$ cat src/rtl/led_panel_scan.sv
// HUB75 scan controller: sweeps PWM level and row, shifts comparator bits into the panel,
// and generates sclk/lat/oe_n/addr. All panel-facing outputs are registered.
module led_panel_scan #(
  parameter int PWM_WIDTH      = 12,
  parameter int COLS           = 32,
  parameter int ROW_BITS       = 4,
  parameter int DISPLAY_CYCLES = 8,
  localparam int COL_W         = (COLS > 1) ? $clog2(COLS) : 1
) (
  input  logic                 clk,
  input  logic                 reset,
  input  logic                 en,
  output logic [PWM_WIDTH-1:0] pwmlvl,
  output logic [COL_W-1:0]     col,
  output logic [ROW_BITS-1:0]  row,
  input  logic                 r0_in,
  input  logic                 g0_in,
  input  logic                 b0_in,
  input  logic                 r1_in,
  input  logic                 g1_in,
  input  logic                 b1_in,
  output logic                 r0,
  output logic                 g0,
  output logic                 b0,
  output logic                 r1,
  output logic                 g1,
  output logic                 b1,
  output logic                 sclk,
  output logic                 lat,
  output logic                 oe_n,
  output logic [ROW_BITS-1:0]  addr,
  output logic                 frame_start
);

  localparam int SLOT_W = $clog2(COLS + 1);
  localparam int DISP_W = (DISPLAY_CYCLES > 1) ? $clog2(DISPLAY_CYCLES) : 1;

  localparam logic [SLOT_W-1:0]    SLOT_LAST = SLOT_W'(COLS);
  localparam logic [COL_W-1:0]     COL_LAST  = COL_W'(COLS - 1);
  localparam logic [DISP_W-1:0]    DISP_LAST = DISP_W'(DISPLAY_CYCLES - 1);
  localparam logic [PWM_WIDTH-1:0] LVL_LAST  = PWM_WIDTH'((2 ** PWM_WIDTH) - 2);

  localparam logic [1:0] S_IDLE    = 2'd0;
  localparam logic [1:0] S_SHIFT   = 2'd1;
  localparam logic [1:0] S_LATCH   = 2'd2;
  localparam logic [1:0] S_DISPLAY = 2'd3;

  logic [1:0]           state_q, state_d;
  logic [SLOT_W-1:0]    slot_q, slot_d;
  logic                 phase_q, phase_d;
  logic [DISP_W-1:0]    disp_q, disp_d;
  logic [PWM_WIDTH-1:0] lvl_q, lvl_d;
  logic [ROW_BITS-1:0]  row_q, row_d;
  logic [COL_W-1:0]     col_q, col_d;
  logic [5:0]           data_q, data_d;
  logic                 sclk_q, sclk_d;
  logic                 lat_q, lat_d;
  logic                 oe_n_q, oe_n_d;
  logic [ROW_BITS-1:0]  addr_q, addr_d;
  logic                 fs_q, fs_d;

  always_comb begin
    state_d = state_q;
    slot_d  = slot_q;
    phase_d = phase_q;
    disp_d  = disp_q;
    lvl_d   = lvl_q;
    row_d   = row_q;
    case (state_q)
      S_IDLE: begin
        if (en) begin
          state_d = S_SHIFT;
          slot_d  = '0;
          phase_d = 1'b0;
        end
      end
      S_SHIFT: begin
        phase_d = ~phase_q;
        if (phase_q) begin
          if (slot_q == SLOT_LAST) state_d = S_LATCH;
          else                     slot_d  = slot_q + 1'b1;
        end
      end
      S_LATCH: begin
        state_d = S_DISPLAY;
        disp_d  = '0;
      end
      S_DISPLAY: begin
        if (disp_q == DISP_LAST) begin
          // Level sweep stops one short of full scale so p lights exactly p subframes.
          if (lvl_q == LVL_LAST) begin
            lvl_d = '0;
            row_d = row_q + 1'b1;
          end else begin
            lvl_d = lvl_q + 1'b1;
          end
          state_d = en ? S_SHIFT : S_IDLE;
          slot_d  = '0;
          phase_d = 1'b0;
        end else begin
          disp_d = disp_q + 1'b1;
        end
      end
      default: state_d = S_IDLE;
    endcase
  end

  // Outputs are derived from the next state so every pin is a flop.
  always_comb begin
    col_d = col_q;
    if (state_d == S_SHIFT) begin
      col_d = (slot_d < SLOT_LAST) ? COL_W'(slot_d) : COL_LAST;
    end
    data_d = data_q;
    if (state_q == S_SHIFT && phase_q && slot_q != SLOT_LAST) begin
      data_d = {r0_in, g0_in, b0_in, r1_in, g1_in, b1_in};
    end
    sclk_d = (state_d == S_SHIFT) && phase_d && (slot_d != '0);
    lat_d  = (state_d == S_LATCH);
    oe_n_d = (state_d != S_DISPLAY);
    addr_d = (state_d == S_LATCH) ? row_q : addr_q;
    fs_d   = (state_d == S_SHIFT) && (state_q != S_SHIFT) && (lvl_d == '0) && (row_d == '0);
  end

  always_ff @(posedge clk or posedge reset) begin
    if (reset) begin
      state_q <= S_IDLE;
      slot_q  <= '0;
      phase_q <= 1'b0;
      disp_q  <= '0;
      lvl_q   <= '0;
      row_q   <= '0;
      col_q   <= '0;
      data_q  <= '0;
      sclk_q  <= 1'b0;
      lat_q   <= 1'b0;
      oe_n_q  <= 1'b1;
      addr_q  <= '0;
      fs_q    <= 1'b0;
    end else begin
      state_q <= state_d;
      slot_q  <= slot_d;
      phase_q <= phase_d;
      disp_q  <= disp_d;
      lvl_q   <= lvl_d;
      row_q   <= row_d;
      col_q   <= col_d;
      data_q  <= data_d;
      sclk_q  <= sclk_d;
      lat_q   <= lat_d;
      oe_n_q  <= oe_n_d;
      addr_q  <= addr_d;
      fs_q    <= fs_d;
    end
  end

  assign pwmlvl      = lvl_q;
  assign row         = row_q;
  assign col         = col_q;
  assign {r0, g0, b0, r1, g1, b1} = data_q;
  assign sclk        = sclk_q;
  assign lat         = lat_q;
  assign oe_n        = oe_n_q;
  assign addr        = addr_q;
  assign frame_start = fs_q;

endmodule

$ cat config.mk
export PLATFORM = sky130hd
export DESIGN_NAME = led_panel_scan
export DESIGN_NICKNAME = d
export VERILOG_FILES = /design/src/rtl/led_panel_scan.sv
export SDC_FILE = /design/constraint.sdc
export NUM_CORES = 1
export LEC_CHECK = 0
export ABC_AREA = 1
export BUFFER_PORTS_ARGS = -buffer_cell sky130_fd_sc_hd__buf_2
export CORE_MARGIN = 5
export CORE_UTILIZATION = 45
export CTS_BUF_LIST = sky130_fd_sc_hd__clkbuf_8 sky130_fd_sc_hd__clkbuf_16
export DETAILED_ROUTE_END_ITERATION = 6
export HOLD_SLACK_MARGIN = 0.15
export PLACE_DENSITY_LB_ADDON = 0.25
export SLEW_MARGIN = 20
export SYNTH_ARGS = -nofsm -noshare
export SYNTH_HDL_FRONTEND = slang
export SYNTH_SLANG_ARGS = --single-unit
$ cat constraint.sdc
create_clock -name clk -period 5 [get_ports clk]
set_input_delay 1.25 -clock clk [delete_from_list [all_inputs] [get_ports clk]]
set_output_delay 1.25 -clock clk [all_outputs]
set_load 0.02 [all_outputs]
After elaboration in Yosys (flattened, before gate mapping)
Cells that the tools add are included.

word-level totals
  output and inout bits = 35
  bits of input ports = 9
  register bits = 47
  word-level logic and storage cells = 67

operators by class
  bitwise operators = 1
  reductions and logical operators = 13
  mux-type cells = 23
  $lt $le $gt $ge = 1
  equality and inequality tests = 12
  $add $sub $neg = 4

operators with widths
  cell                     count
  $mux W12                 3
  $mux W6                  4
  $pmux W6 S3              1
  $add A12 B1 Y12 const B  1
  $eq A12 B12 Y1 const B   1
  $logic_not A12 Y1        1
  $mux W4                  3
  $mux W2                  4
  $pmux W2 S4              1
  $logic_and A1 B1 Y1      7
  $add A6 B1 Y6 const B    1
  $eq A2 B2 Y1 const B     3
  $eq A6 B6 Y1 const B     1
  $lt A6 B6 Y1 const B     1
  $ne A6 B6 Y1 const B     1
  $pmux W3 S2              1
  $reduce_bool A6 Y1       1
  $mux W5                  1
  $add A4 B1 Y4 const B    1
  $eq A2 B1 Y1 const B     2
  $logic_not A4 Y1         1
  $ne A2 B2 Y1 const B     2
  $add A3 B1 Y3 const B    1
  $eq A3 B3 Y1 const B     1
  other kinds (8)          10

Logic depth before layout (Yosys ltp)
Gate-level depths: netlist (run 1).

  depth in word-level cells = 8
  depth in mapped cells = 13
  depth with buffers taken out = 13

Worst setup path before layout (run 1)
Ideal clock, no wire load.

  path type = input to register
  from = input port en
  to = register sclk_q (netlist: sclk)
  arrival time = 2.029 ns
  stages = 7
  slack = 2.900 ns
  library setup time = 0.071 ns
  path through = o21ai_0 inv_1 o21ai_0 inv_1 nand3_1 nor2_1 nor2_1

between the ends
  elaborated cells on any way between the ends = 12
  those cells by class = 1 x eq/ne; 8 x mux; 3 x reduce/logical

RTL lines
  item                    line  source
  start: declaration      12    input logic en,
  $mux W6                 71    if (en) begin
  $pmux W6 S3             69    case (state_q)
  net slot_d[3]           49    logic [SLOT_W-1:0] slot_q, slot_d;
  $reduce_bool A6 Y1      118   sclk_d = (state_d == S_SHIFT) && phase_d && (slot_d != '0);
  $logic_and A1 B1 Y1     118
  net sclk_d              56    logic sclk_q, sclk_d;
  end signal: assignment  149   sclk_q <= sclk_d;
  end: declaration        56

The timed path passes the listed nets, and every way through them passes these cells.
A chain may end at the register's enable or synchronous reset.

Final worst setup path (run 1)
  from = register lvl_q[6] (netlist: pwmlvl[6])
  to = output port pwmlvl[6]

RTL lines
  item                      line  source
  start: declaration        52    logic [PWM_WIDTH-1:0] lvl_q, lvl_d;
  start signal: assignment  145   lvl_q <= lvl_d;
  end: declaration          13    output logic [PWM_WIDTH-1:0] pwmlvl,

No word-level cell between the ends.

==> metrics.md, run 1 <==
| Metric | Value |
|---|---|
| Avg Cell Area, Syn | just under 8 um2 |
| # DRC | 0 |
| Largest net degree at the start of global routing | 48 |
| Rows | 27 |
| Clock latency on the worst-skew pair | roughly 0.30 ns |
| WP data required | 3.75 ns |
| Wire length per cell | approximately 12 um |
| Most used DFF post-synth | dfrtp_1 |
| Pwr Total | 672 uW |
| Worst setup SP type | flop |
| Clock tree sinks | 47 |
| Post-synth top area share | a little under half |
| Deepest clock path buffer count | 2 |
| Hold Fails Final Rpt | 0 |
| Initial core utilization | 45.8% |
| Core area | approximately 5400 um2 |
| Top cells by count, synth | nand2_1 (89), inv_1 (64), dfrtp_1 (46) |
| # nets final | approximately 400 |
| Layout Cells excl Fill | about 450 |
| Worst path bufs/invs | 1 |
| Relative slew slack | between 40% and 50% |
| First-pass GRT wire length | between 9000 and 10000 um |
| Cell accounting for the most synthesized area | dfrtp_1 |
| PortBufs | between 40 and 50 |
| Cell count after placement | between 400 and 500 |
| Most frequent cell after synthesis | nand2_1 |
| Worst Max-Slew Pin Slew | 0.809 ns |
| Worst setup path class | reg -> out |
| F_max | around 0.44 GHz |
| DRT antenna net count | 0 |
| Critical path depth | 1 |
| Period utilization | a little under half |
| Skew final | 0.00677 ns |
| Dpl hpwl | around 4100 um |
| WP data arrival | about 1.0 ns |
| Post-synth net total | 340 |
| CTS H-tree depth | 2 |
| Global Route Usage Sum | roughly 17% |
| DR vias | 2176 |
| Drt pass-1 iters | 4 |
| CTS buffer count | 5 |
| Cell variety after synth | 24 |
| Die Wd | 84.4 um |
| Worst Hold Class | reg -> reg |
| CP peak stage delay | ~0.5 ns |
| Die area | between 7000 and 8000 um2 |
| Global route overflow | 0 |
| Reg clk slew, reported paths | ~0.09 ns |
| CP Capture Point | pwmlvl[6] |
| Top cells by area, synth | dfrtp_1 (46%), nand2_1 (13%), inv_1 (9.6%), nand3_1 (5.6%), nor2_1 (4.8%) |
| Vias in the first global route | ~2100 |
| Worst r2r src | disp_q[0] |
| Initial antenna violation count | 0 |
| CP Cell Sequence | buf_2 |
| Worst R2R Path Depth | 11 |
| Gpl congestion | around 0.80 |
| # resized after CTS | 0 |
| Critical Path Source | pwmlvl[6] |
| Worst R2R End | sclk |
| Maximum vdd ir drop | approximately 0.00012 V |
| CP top delay family | flip-flops |
| Crit path max fanout | 7 |
| Ys Warns | 0 |
| Seq cells post-synth | 47 |
| CTS tree | built |
| Async SR Flop Fraction | 100% |
| DR vias/cell | between 4 and 5 |
| DRT Wirelength | 5420 um |
| Minimum clock period | between 2 and 2.5 ns |
| Chip height | ~84 um |
| CP endpoint kind | primary output |
| DR iter-0 viols | approximately 150 |
| Status | completed |
| Leak Pwr | about 0.0017 uW |
| MaxCap Viol Count | 0 |
| RSZ-0062 raised after global routing | false |
| Register area share after synthesis | a little under half |
| CP max-delay cell | dfrtp_1 |
| Number of synthesized flops with an enable pin | 0 |
| Ant diodes | 0 |
| Area grow syn2layout | 16.6% |
| # hold bufs at CTS | 0 |
| Clock Root Buffer | clkbuf_8 |
| Gate count after technology mapping | 324 |
| Setup Fix Bufs, Post-CTS | 0 |
| Fraction of layout cells with a size suffix above 1 | between 10% and 20% |
| Final slew viol count | 0 |
| Cell Pwr Density | 231 nW/um2 |
| Setup TNS Final | 0 ns |
| R2R setup slack | ~3 ns |
| Netlist Area Pre-Place | ~2500 um2 |
| Endpoints failing setup | 0 |
| IO Pins | 44 |
## registers in the layout, summed over array words and instances (netlist names)
| signal | flops |
|---|---|
| sclk | 1 |
| lat | 1 |
| pwmlvl | 12 |
| slot_q | 6 |
| disp_q | 3 |
| addr | 4 |
| state_q | 2 |
| row | 4 |
| phase_q | 1 |
| col | 5 |
| frame_start | 1 |
| data_q | 6 |
| oe_n | 1 |
## per-layer routing
layer,GRT usage [%],vias to the layer above,share of wire [%],wire length (um)
met5,0,-,0,0
met2,28.4,74,48,2600
li1,-,1096,-,-
met4,6.91,0,2.4,132
met1,20.6,994,45,2410
met3,3.24,12,5.0,272
## metrics by stage
step	worst slack (ns)	instance area, um2	hold WS (ns)	utilization [%]
after detailed placement	2.60	2800	0.468	51.5
after global routing	2.66	2910	0.540	53.4
final	2.74	2910	0.486	53.4
after floorplan	2.64	2490	0.464	-
after CTS	2.73	2910	0.490	53.4
after global placement	2.68	2800	0.466	51.5
## report_power, final
group / internal, uW / switching, uW
sequential: 382 / 1.08
combinational: 5.67 / 12.6
clock: 146 / 125
total: 534 / 138
## layout by cell type (no fill, tap or decap)
master,n
inv_2,2
nand4_4,1
nand2_2,4
o21ai_1,1
mux2_2,6
nor2_4,3
o21ai_0,13
nor3_1,4
clkinv_1,1
buf_2,43
nor2_1,32
inv_1,65
o21a_1,1
a22o_1,2
nand2_1,89
nand3_1,28
o21bai_1,3
a21boi_0,2
nand3b_1,1
dfrtp_1,46
nor2_2,2
bufinv_16,1
clkbuf_8,5
nand4_1,6
dfstp_2,1
a21oi_1,5
ha_1,7
clkinv_2,1
## kinds of logic after synthesis
logic type / after synthesis / share of synthesized area (%)
and+or+nand+nor: 170 / 30.2
buffers and inverters: 67 / 10.1
DFF: 47 / 47.2
AOI/OAI and AO/OA: 27 / 6.32
adders and majority gates: 7 / 3.51
muxes: 6 / 2.71
## area by class of cell
| class | count | area, um2 |
|---|---|---|
| flip-flops and latches | 47 | 1180 |
| clock inverters | 3 | 37.5 |
| multi-input cells | 210 | 1060 |
| inverters | 67 | 253 |
| well taps | 72 | 90.1 |
| clock buffers | 5 | 68.8 |
| fillers | 543 | 2530 |
| repair buffers | 43 | 215 |
## worst min path at each step
stage	from	endpoint	slack, ns	cells after the start
after global routing	data_q[1]	data_q[1]	0.54	1
after global placement	addr[2]	addr[2]	0.47	2
after detailed placement	addr[1]	addr[1]	0.47	2
after floorplan	disp_q[0]	disp_q[0]	0.46	1
after CTS	addr[1]	addr[1]	0.49	2
final	addr[1]	addr[1]	0.49	2
Power figures use the tool's default switching activity.
==> inputs of run 2 (changes only) <==
==> constraint.sdc (replaced) <==
create_clock -name clk -period 2.2 [get_ports clk]
set_input_delay 0.55 -clock clk [delete_from_list [all_inputs] [get_ports clk]]
set_output_delay 0.55 -clock clk [all_outputs]
set_load 0.02 [all_outputs]
==> run 2 against run 1 <==
Non-clock buffer count grew 2. Clock power is 100% higher. Total power up 120%. Critical path depth rose by 11. Sequential power rose by 130%. Design area rose by 0.69%. Utilization rose by 0.37 points. Global-route usage shrank 0.35 points. Count of clock-buffer cells in the layout grew 1. Sequential share of layout area decreased by 0.28 points. Critical path type is now reg -> reg. Critical endpoint is now frame_start. Largest cell class unchanged. Largest power group unchanged. Highest routed layer unchanged.
==> metrics.md, run 2 (same netlist as run 1, synthesis figures left out) <==
| Metric | Value |
|---|---|
| Leak Pwr | 0.00171 uW (was 0.00170 uW) |
| Worst Hold Class | in -> async (was reg -> reg) |
| Wire length per cell | 11.9 um (was 12.1 um) |
| Drt pass-1 iters | 4 (unchanged) |
| Final slew viol count | 0 (unchanged) |
| Comb power frac | 3.2% (was 2.7%) |
| Reg clk slew, reported paths | 0.09 ns (about the same) |
| Clock Root Buffer | clkbuf_8 (unchanged) |
| Deepest clock path buffer count | 2 (unchanged) |
| Fraction of layout cells with a size suffix above 1 | 19.9% (was 18.4%) |
| Most frequent cells in the layout | nand2_1 (88), inv_1 (63), dfrtp_1 (46) (was nand2_1 (89), inv_1 (65), dfrtp_1 (46)) |
| Period utilization | roughly nine tenths |
| WP data arrival | 2.21 ns (was 1.01 ns) |
| DR vias/cell | 4.77 (was 4.87) |
| Area grow syn2layout | 17.4% (was 16.6%) |
| Minimum clock period | 1.98 ns |
| Internal power | 1140 uW (was 534 uW) |
| # DRC | 0 (unchanged) |
| Switching portion of total power | 21.9% (was 20.6%) |
| DRT antenna net count | 0 (unchanged) |
| Endpoints failing setup | 0 (unchanged) |
| Crit path max fanout | 7 (unchanged) |
| Dpl hpwl | 4190 um (was 4100 um) |
| MaxCap Viol Count | 0 (unchanged) |
| First-pass GRT wire length | 9560 um (was 9620 um) |
| Clock tree sinks | 47 (unchanged) |
| Leading cell type in the layout, fill and taps excluded | nand2_1 (unchanged) |
| CP endpoint kind | flop (was primary output) |
| Rows | 27 (unchanged) |
| Chip height | 84.4 um (unchanged) |
| PortBufs | 43 (unchanged) |
| # nets final | 392 (was 390) |
| Clk pwr share | 37.1% (was 40.2%) |
| Worst setup path class | reg -> reg (was reg -> out) |
| Initial antenna violation count | 0 (unchanged) |
| Cell Pwr Density | 498 nW/um2 (was 231 nW/um2) |
| CTS H-tree depth | 2 (unchanged) |
| DR iter-0 viols | 89 (was 146) |
| Die area | 7130 um2 (unchanged) |
| Core area | 5440 um2 (unchanged) |
| Worst Max-Slew Pin Slew | 0.344 ns (was 0.809 ns) |
| Ant diodes | 0 (unchanged) |
| Die Wd | 84.4 um (unchanged) |
| RSZ-0062 raised after global routing | false (unchanged) |
| Global route overflow | 0 (unchanged) |
| Maximum vdd ir drop | 0.000270 V (was 0.000119 V) |
| Vias in the first global route | 2152 (was 2132) |
| CTS tree | built (unchanged) |
| Worst setup SP type | flop (unchanged) |
| DRT Wirelength | 5330 um (was 5420 um) |
| Hold Fails Final Rpt | 0 (unchanged) |
| CTS buffer count | 5 (unchanged) |
| Setup TNS Final | 0 ns (unchanged) |
| Initial core utilization | 45.8% (unchanged) |
| Skew final | 0.00489 ns (was 0.00677 ns) |
| Final core utilization | 53.8% (was 53.4%) |
| Max reg flops | 12 (unchanged) |
| Relative slew slack | 77.1% (was 46.0%) |
| Gpl congestion | 0.905 (was 0.800) |
| DR vias | 2142 (was 2176) |
| Largest net degree at the start of global routing | 34 (was 48) |
| Status | completed (unchanged) |
| F_max | 0.506 GHz |
| IO Pins | 44 (unchanged) |
| NetSw | 320 uW (was 138 uW) |
| Global Route Usage Sum | 16.3% (was 16.6%) |
| WP data required | 2.43 ns (was 3.75 ns) |
| Clock latency on the worst-skew pair | 0.29 ns (was 0.30 ns) |
| Flop pwr share | 59.7% (was 57.1%) |
## run 2: critical path: stages, from the launching register on
cell and delay (ns):
dfrtp_1 0.38, ha_1 0.15, ha_1 0.23, nand3_1 0.26, nor2_2 0.26, nand2_1 0.07
nand2_1 0.07, inv_1 0.03, nand2_1 0.07, nand3_1 0.08, nor2_1 0.13, nand3_1 0.10
nor2_1 0.08
## run 2: metal layers
metal / routed length (um) / part of all wire [%] / global-route usage [%]
met1: 2380 / 45 / 19.3
met2: 2690 / 50 / 29.4
met3: 212 / 4.0 / 3.63
met4: 48 / 0.90 / 4.75
met5: 0 / 0 / 0
## run 2: power by group through the flow
stage	clock network (uW)	logic [uW]	registers, uW
floorplan	0	17.4	896
finish	541	46.1	871
CTS	564	48.2	872
global placement	0	47.5	888
detailed placement	0	48.3	888
global route	613	52.5	873
## run 2: final timing paths
check / slack [ns] / to / depth (start not counted) / from
max: 0.22 / frame_start / 12 / disp_q[0]
max reg2reg: 0.22 / frame_start / 12 / disp_q[0]
max in group asynchronous: 1.45 / oe_n / 3 / reset
min: 0.21 / col[2] / 2 / reset
min reg2reg: 0.48 / addr[3] / 2 / addr[3]
min in group clk: 0.48 / data_q[4] / 2 / g0_in
## run 2: area by class of cell
class / instances / area (um2)
clock inverters: 2 / 12.5
clock buffers: 6 / 82.6
fillers: 513 / 2510
multi-input cells: 210 / 1070
flip-flops and latches: 47 / 1180
well taps: 72 / 90.1
repair buffers: 45 / 243
inverters: 67 / 251
## run 2: what timing repair did
action | CTS | global route
hold buffers | 0 | 0
endpoints found under the hold margin | 0 | 0
gates resized for setup | 0 | 4
setup endpoints to repair | 0 | 6
buffers inserted | 0 | 1
## run 2: metrics by stage
step / hold slack [ns] / std cells / setup slack (ns) / cell area, um2 / power (uW)
2_1_floorplan: 0.464 / 324 / 0.472 / 2490 / 913
3_3_place_gp: 0.467 / 440 / 0.196 / 2820 / 935
3_5_place_dp: 0.470 / 440 / 0.140 / 2820 / 937
4_1_cts: 0.207 / 448 / 0.111 / 2910 / 1480
5_1_grt: 0.207 / 449 / 0.0118 / 2930 / 1540
6_report: 0.207 / 449 / 0.223 / 2930 / 1460
